--- src/rtl/seq_multiplier.sv ---
// Sequential shift-add multiplier: one WIDTH+1 bit adder reused over WIDTH cycles,
// unsigned or two's-complement per operation, start/busy/done handshake.
`timescale 1ns/1ps
module seq_multiplier #(
  parameter int WIDTH = 4
) (
  input  logic                 clk,
  input  logic                 rst,
  input  logic                 start,
  input  logic                 signed_mode,
  input  logic [WIDTH-1:0]     a,
  input  logic [WIDTH-1:0]     b,
  output logic                 busy,
  output logic                 done,
  output logic [2*WIDTH-1:0]   product
);

  localparam int CW = $clog2(WIDTH + 1);
  localparam logic [CW-1:0] LAST_CNT = CW'(WIDTH - 1);

  // Handshake: start is sampled only while busy=0 (state IDLE); done is a
  // one-cycle pulse with product already valid; product holds until the next done.
  typedef enum logic [1:0] {
    IDLE   = 2'd0,
    CALC   = 2'd1,
    FINISH = 2'd2
  } state_t;

  state_t               state_q, state_d;
  logic [WIDTH-1:0]     mcand_q, mcand_d;
  logic [WIDTH-1:0]     mplier_q, mplier_d;
  logic [2*WIDTH:0]     acc_q, acc_d;
  logic [CW-1:0]        cnt_q, cnt_d;
  logic                 neg_q, neg_d;
  logic                 done_q, done_d;
  logic [2*WIDTH-1:0]   product_q, product_d;

  logic [WIDTH-1:0]     a_mag, b_mag;
  logic [WIDTH:0]       sum;
  logic [2*WIDTH:0]     acc_sum;
  logic [2*WIDTH-1:0]   acc_low;

  // The magnitude of the most-negative value, 2^(WIDTH-1), still fits unsigned in WIDTH bits.
  always_comb begin
    a_mag = (signed_mode && a[WIDTH-1]) ? -a : a;
    b_mag = (signed_mode && b[WIDTH-1]) ? -b : b;
  end

  // acc_q[2*WIDTH] is always 0 after a shift, so the WIDTH+1 bit sum keeps the carry.
  always_comb begin
    sum     = acc_q[2*WIDTH:WIDTH] + (mplier_q[0] ? {1'b0, mcand_q} : '0);
    acc_sum = {sum, acc_q[WIDTH-1:0]};
    acc_low = acc_q[2*WIDTH-1:0];
  end

  always_comb begin
    state_d   = state_q;
    mcand_d   = mcand_q;
    mplier_d  = mplier_q;
    acc_d     = acc_q;
    cnt_d     = cnt_q;
    neg_d     = neg_q;
    done_d    = 1'b0;
    product_d = product_q;
    case (state_q)
      IDLE: begin
        if (start) begin
          mcand_d  = a_mag;
          mplier_d = b_mag;
          neg_d    = signed_mode & (a[WIDTH-1] ^ b[WIDTH-1]);
          acc_d    = '0;
          cnt_d    = '0;
          state_d  = CALC;
        end
      end
      CALC: begin
        acc_d    = acc_sum >> 1;
        mplier_d = mplier_q >> 1;
        cnt_d    = cnt_q + CW'(1);
        if (cnt_q == LAST_CNT) begin
          state_d = FINISH;
        end
      end
      FINISH: begin
        product_d = neg_q ? -acc_low : acc_low;
        done_d    = 1'b1;
        state_d   = IDLE;
      end
      default: begin
        state_d = IDLE;
      end
    endcase
  end

  always_ff @(posedge clk or posedge rst) begin
    if (rst) begin
      state_q   <= IDLE;
      mcand_q   <= '0;
      mplier_q  <= '0;
      acc_q     <= '0;
      cnt_q     <= '0;
      neg_q     <= 1'b0;
      done_q    <= 1'b0;
      product_q <= '0;
    end else begin
      state_q   <= state_d;
      mcand_q   <= mcand_d;
      mplier_q  <= mplier_d;
      acc_q     <= acc_d;
      cnt_q     <= cnt_d;
      neg_q     <= neg_d;
      done_q    <= done_d;
      product_q <= product_d;
    end
  end

  assign busy    = (state_q != IDLE);
  assign done    = done_q;
  assign product = product_q;

endmodule

--- config.mk ---
export PLATFORM = sky130hd
export DESIGN_NAME = seq_multiplier
export DESIGN_NICKNAME = d
export VERILOG_FILES = /design/src/rtl/seq_multiplier.sv
export SDC_FILE = /design/constraint.sdc
export NUM_CORES = 1
export LEC_CHECK = 0
export CAP_MARGIN = 20
export CORE_UTILIZATION = 30
export CTS_CLUSTER_SIZE = 30
export DETAILED_ROUTE_END_ITERATION = 7
export SYNTH_ARGS = -nofsm -noshare
export SYNTH_HDL_FRONTEND = slang
export SYNTH_SLANG_ARGS = --single-unit
--- constraint.sdc ---
create_clock -name clk -period 1.4 [get_ports clk]
set_input_delay 0.28 -clock clk [delete_from_list [all_inputs] [get_ports clk]]
set_output_delay 0.28 -clock clk [all_outputs]
set_load 0.02 [all_outputs]
After elaboration in Yosys (flattened, before gate mapping)
Cells that the tools add are included.
- register bits after elaboration: 32
- bits in latches: 0
- RAM bits: 0
- bits in read-only memories: 0
- input bits: 12
- output and inout bits: 10
- logic and storage cells: 42
- memories: 0
- add/sub/neg operators: 5
- multipliers: 0
- divide/modulo/power cells: 0
- $lt $le $gt $ge: 0
- eq/ne operators: 5
- shift-type cells: 0
- multiplexer cells: 14
- bitwise operators: 2
- reductions and logical operators: 8
- operators with widths (cell ; number):
    9-bit case mux with 2 select lines ; 1
    4-bit two-way mux ; 4
    9-bit two-way mux ; 1
    8-bit two-way mux ; 1
    4-bit negator ; 2
    8-bit negator ; 1
    4-bit case mux with 2 select lines ; 1
    3-bit case mux with 2 select lines ; 1
    2-bit AND reduction ; 3
    5-bit by 4-bit adder with 5-bit output ; 1
    2-bit two-way mux ; 2
    2-bit inequality test (second input constant) ; 2
    2-bit case mux with 2 select lines ; 1
    2-bit nonzero test ; 2
    3-bit by 1-bit adder with 3-bit output (second input constant) ; 1
    3-bit by 2-bit == test with 1-bit output (second input constant) ; 1
    3-bit two-way mux ; 1
    2-bit by 1-bit == test with 1-bit output (second input constant) ; 1
    2-bit == test (second input constant) ; 1
    1-bit logical AND ; 2
    2-bit zero test ; 1
    1-bit AND ; 1
    1-bit two-way mux ; 1
    1-bit XOR ; 1

Longest topological paths before layout
Gate-level depths: netlist (run 1).
- depth in word-level cells: 4
- gate-level depth with buffers: 8
- depth with buffers taken out: 8

Worst setup path before layout (run 1)
Ideal clock, no wire load.
- path type: reg-to-reg
- start point: register mplier_q[0]
- end point: register acc_q[7]
- library setup time: 0.083 ns
- arrival: 1.371 ns
- required time: 1.317 ns
- setup slack: -0.054 ns
- stages on the path, launching flop included: 9
- path buffers: 0
- clock period less this slack: 1.454 ns
- path through: dfrtp_1 and2_1 ha_1 inv_1 fa_1 inv_1 a21o_1 a21oi_1 o21ai_0
- word-level cells in the longest chain between the ends: 3
- RTL lines (item ; RTL line ; source):
    start: declaration ; 31 ; logic [WIDTH-1:0] mplier_q, mplier_d;
    start signal: assignment ; 108 ; mplier_q <= mplier_d;
    4-bit two-way mux ; 51 ; sum = acc_q[2*WIDTH:WIDTH] + (mplier_q[0] ? {1'b0, mcand_q} : '0);
    5-bit by 4-bit adder with 5-bit output ; 51 ;
    9-bit case mux with 2 select lines ; 65 ; case (state_q)
    end signal: assignment ; 100 ; acc_q <= '0;
    end signal: assignment ; 109 ; acc_q <= acc_d;
    end: declaration ; 32 ; logic [2*WIDTH:0] acc_q, acc_d;
Every way passes these cells.
A chain may end at the register's enable or synchronous reset.

Final worst setup path (run 1)
Ends and elaborated chain as after synthesis.

==> impl_metrics.yaml, run 1 <==
placed_design:
  pre_cts_slack_ns: -0.224
  placement.io_buffers: 21
  gpl.final_weighted_congestion: 0.726
  placed_cells: 269
  detailed_place_hpwl_um: 2220
grt:
  grt_antenna_before_repair: 0
  gr-usage-all-layers_pct: 13.9
  largest_net_degree_at_the_start_of_global_routing: 32
  global_route_wire_length_before_repair_um: 5680
  first_global_vias: 1267
  grt_remaining_overflow: 0
hold_path:
  worstHoldPathType: "primary input to asynchronous set/reset pin"
clock_network:
  cts_buf_count: 5
  cts_htree_levels: 2
  tritoncts: "done"
  max-clock-path-buffers: 2
  worst_skew_pair.late_latency_ns: 0.28
  cts_root_buf: "sky130_fd_sc_hd__clkbuf_8"
  postCtsSetupRepairBufs: 0
  clk_pin_slew_ns: 0.07
  clkSinkCount: 31
power_and_ir_drop:
  total_leakage_power_nw: 1.07
  p_per_area_nw_per_um2: 2120
  ir_worst_vdd_v: 0.000562
sta:
  rsz0062_at_grt: "yes"
  period_share_pct: 105
  maxSlewHeadroom_pct: 79.2
  finalSetupViolations: 4
  worst_case_setup_margin_in_the_final_layout_ns: -0.0726
  maxSlewViolCount: 0
  period_needed_ns: 1.47
  worst_slew_pin_slew_ns: 0.312
  finalHoldViolations: 0
  fin_worst_skew_ns: 0.00744
  top_achievable_clock_speed_mhz: 679
  hold-worst-slack_ns: 0.339
final_layout:
  fill_cells: 535
  diodes: 0
  num-nets-final: 228
  share_of_final_layout_standard_cells_stronger_than_drive_strength_1_pct: 21.7
  sequential_cell_area_um2: 776
  layoutNonFillerInstCount: 277
  multi_input_area_um2: 805
  layout-area-overhead-vs-synth_pct: 38.7
logic_synthesis:
  synthesis.nets: 184
  synth_edf_count: 0
  synth-async-reset-ratio_pct: 100
  synth_seq_area_share_pct: 48.4
  netlist_area_um2: 1600
  yosys_most_used_dff: "sky130_fd_sc_hd__dfrtp_1"
  netlist_instances: 162
  netlist.area_leader.share_pct: 48.4
  synth_cell_types: 31
  synth.avg_cell_area_um2: 9.90
  yosys_warnings: 0
  synth_area_leaders: "sky130_fd_sc_hd__dfrtp_1, sky130_fd_sc_hd__ha_1, sky130_fd_sc_hd__o21ai_0"
  yosysTopAreaCell: "sky130_fd_sc_hd__dfrtp_1"
  postSynthRegisterBits: 31
setup_path:
  timing.critical_path.arrival_ns: 1.64
  cp-start-kind: "flip-flop"
  critical-path-slowest-cell: "sky130_fd_sc_hd__dfrtp_1"
  cp_max_fo: 4
  worstSetupEndpointType: "flip-flop"
  timing.setup.critical_path_class: "flip-flop to flip-flop"
  r2r_start: "mplier_q[0]"
  required_ns: 1.56
  highest_cell_delay_on_the_worst_timing_path_ns: 0.42
  critical_path.startpoint: "mplier_q[0]"
  critical_path.cell_chain: "and2_4 -> ha_4 -> inv_2 -> fa_2 -> inv_1 -> a21o_1 -> a21oi_2 -> o21ai_1"
die:
  die_width_um: 75.1
  floorplan.initialDensity_pct: 31.2
  die_area_um2: 5640
  rows: 26
  design.portCount: 22
  placeableCoreArea_um2: 5140
  floorplan.die.height_um: 75.1
drt:
  drc: 0
  dr.pass1.iters: 4
  postRouteWirelength_um: 2980
  drt_iter0_drc: 93
  detailroute.via_count: 1256
  post_drt_via_cell_ratio: 4.53
  wl_per_cell_um: 10.7
  route.antenna.remaining_nets: 0
run_status:
  run_status: "finished, violations left"
  failing_checks: "setup timing"
flow_run:
  timing.max_cap.violations: 0
## placed cells by master, fill, tap and decap left out, types with 4 or more instances in the layout
| master | count |
|---|---|
| sky130_fd_sc_hd__o21ai_0 | 13 |
| sky130_fd_sc_hd__xor2_1 | 4 |
| sky130_fd_sc_hd__nand2_1 | 18 |
| sky130_fd_sc_hd__dlygate4sd2_1 | 9 |
| sky130_fd_sc_hd__inv_1 | 13 |
| sky130_fd_sc_hd__clkdlybuf4s50_1 | 11 |
| sky130_fd_sc_hd__xnor2_1 | 7 |
| sky130_fd_sc_hd__nor2_1 | 10 |
| sky130_fd_sc_hd__buf_4 | 19 |
| sky130_fd_sc_hd__ha_1 | 7 |
| sky130_fd_sc_hd__clkbuf_8 | 6 |
| sky130_fd_sc_hd__a21oi_1 | 8 |
| sky130_fd_sc_hd__and2_1 | 4 |
| sky130_fd_sc_hd__dfrtp_1 | 31 |
## power by group
group | switching (mW) | internal (mW) | total (mW)
logic | 1.16 | 1.10 | 2.26
clock network | 0.331 | 0.575 | 0.906
registers | 0.256 | 1.28 | 1.54
total | 1.74 | 2.96 | 4.71
## stage by stage
step / cell area [µm²] / power [mW] / utilization (%) / TNS [ns]
final: 2220 / 4.71 / 43.3 / -0.132
after global routing: 2220 / 5.18 / 43.3 / -0.525
after CTS: 2200 / 4.68 / 42.8 / -0.158
after detailed placement: 2070 / 3.78 / 40.3 / -2.15
after global placement: 2070 / 3.75 / 40.3 / -2.16
after floorplan: 1620 / 2.95 / - / -0.0458
## layer usage
| metal | global-route usage, % | vias to the layer above | share of wire [%] |
|---|---|---|---|
| li1 | - | 642 | - |
| met2 | 22.5 | 30 | 46 |
| met3 | 3.21 | 6 | 4.5 |
| met1 | 17.1 | 578 | 47 |
| met5 | 0 | - | 0 |
| met4 | 7.55 | 0 | 2.5 |
## registers in the layout, summed over array words and instances (netlist names)
signal,flops
acc_q,8
cnt_q,3
done,1
mcand_q,4
mplier_q,4
neg_q,1
product,8
state_q,2
## what timing repair did
item                                    in CTS  in global routing
hold buffers                                 0                  0
gates resized for setup                     20                  6
pin swaps                                    8                  2
endpoints found under the setup margin      14                 13
## synthesized netlist by cell type, types with 4 or more instances
master,instances
sky130_fd_sc_hd__nor2_1,10
sky130_fd_sc_hd__o21ai_0,16
sky130_fd_sc_hd__xor2_1,4
sky130_fd_sc_hd__and2_1,5
sky130_fd_sc_hd__dfrtp_1,31
sky130_fd_sc_hd__xnor2_1,7
sky130_fd_sc_hd__inv_1,15
sky130_fd_sc_hd__buf_2,4
sky130_fd_sc_hd__ha_1,9
sky130_fd_sc_hd__a21oi_1,10
sky130_fd_sc_hd__nand2_1,19
## worst max-delay path: cells and delay by family (launching register included)
family / cells / cell delay [ns]
simple gates: 1 / 0.18
buf+inv: 2 / 0.08
fa+ha+maj: 2 / 0.34
flops: 1 / 0.42
compound gates: 3 / 0.33
## path summary, 6_finish.rpt
path | endpoint | slack [ns] | depth (start not counted)
worst max-delay path | acc_q[7] | -0.07 | 8
worst min-delay path | product[0] | 0.34 | 3
worst max register to register | acc_q[7] | -0.07 | 8
worst min register to register | product[2] | 0.47 | 2
max in group asynchronous | state_q[0] | 0.89 | 3
min in group clk | product[2] | 0.47 | 2
## cells by family (layout without fill, tap and decap cells)
family                   after synthesis  count (layout)  synth area share [%]
buffers and inverters                 20              65                  5.07
adder cells (fa/ha/maj)               10              10                  8.27
AO/OA/AOI/OAI                         42              42                  17.2
flip-flops                            31              31                  48.4
XOR/XNOR                              11              11                  6.01
multiplexers                           4               4                  2.57
AND/OR/NAND/NOR                       44              44                  12.6
## final cells by class
type	instances	area share, %
clock inverter	2	1.57
clock buffer	6	3.71
multi-input combinational	111	36.2
timing repair buffer	42	17.2
tap	70	3.94
sequential	31	34.9
inverter	15	2.53
Note: power is estimated with default switching activity, not from simulation.
==> run 2, diff against run 1 <==
--- a/config.mk
+++ b/config.mk
@@ -9,6 +9,7 @@
 export CORE_UTILIZATION = 30
 export CTS_CLUSTER_SIZE = 30
 export DETAILED_ROUTE_END_ITERATION = 7
+export SKIP_LAST_GASP = 1
 export SYNTH_ARGS = -nofsm -noshare
 export SYNTH_HDL_FRONTEND = slang
 export SYNTH_SLANG_ARGS = --single-unit
==> results of run 2 <==
The final DEF is identical to that of run 1; final timing and power are the same.
Main changes from that run: number of gates resized after CTS 20 -> 19; wire length of the first global-routing pass 5680 µm -> 5690 µm; met2 usage 22.5% -> 22.6%
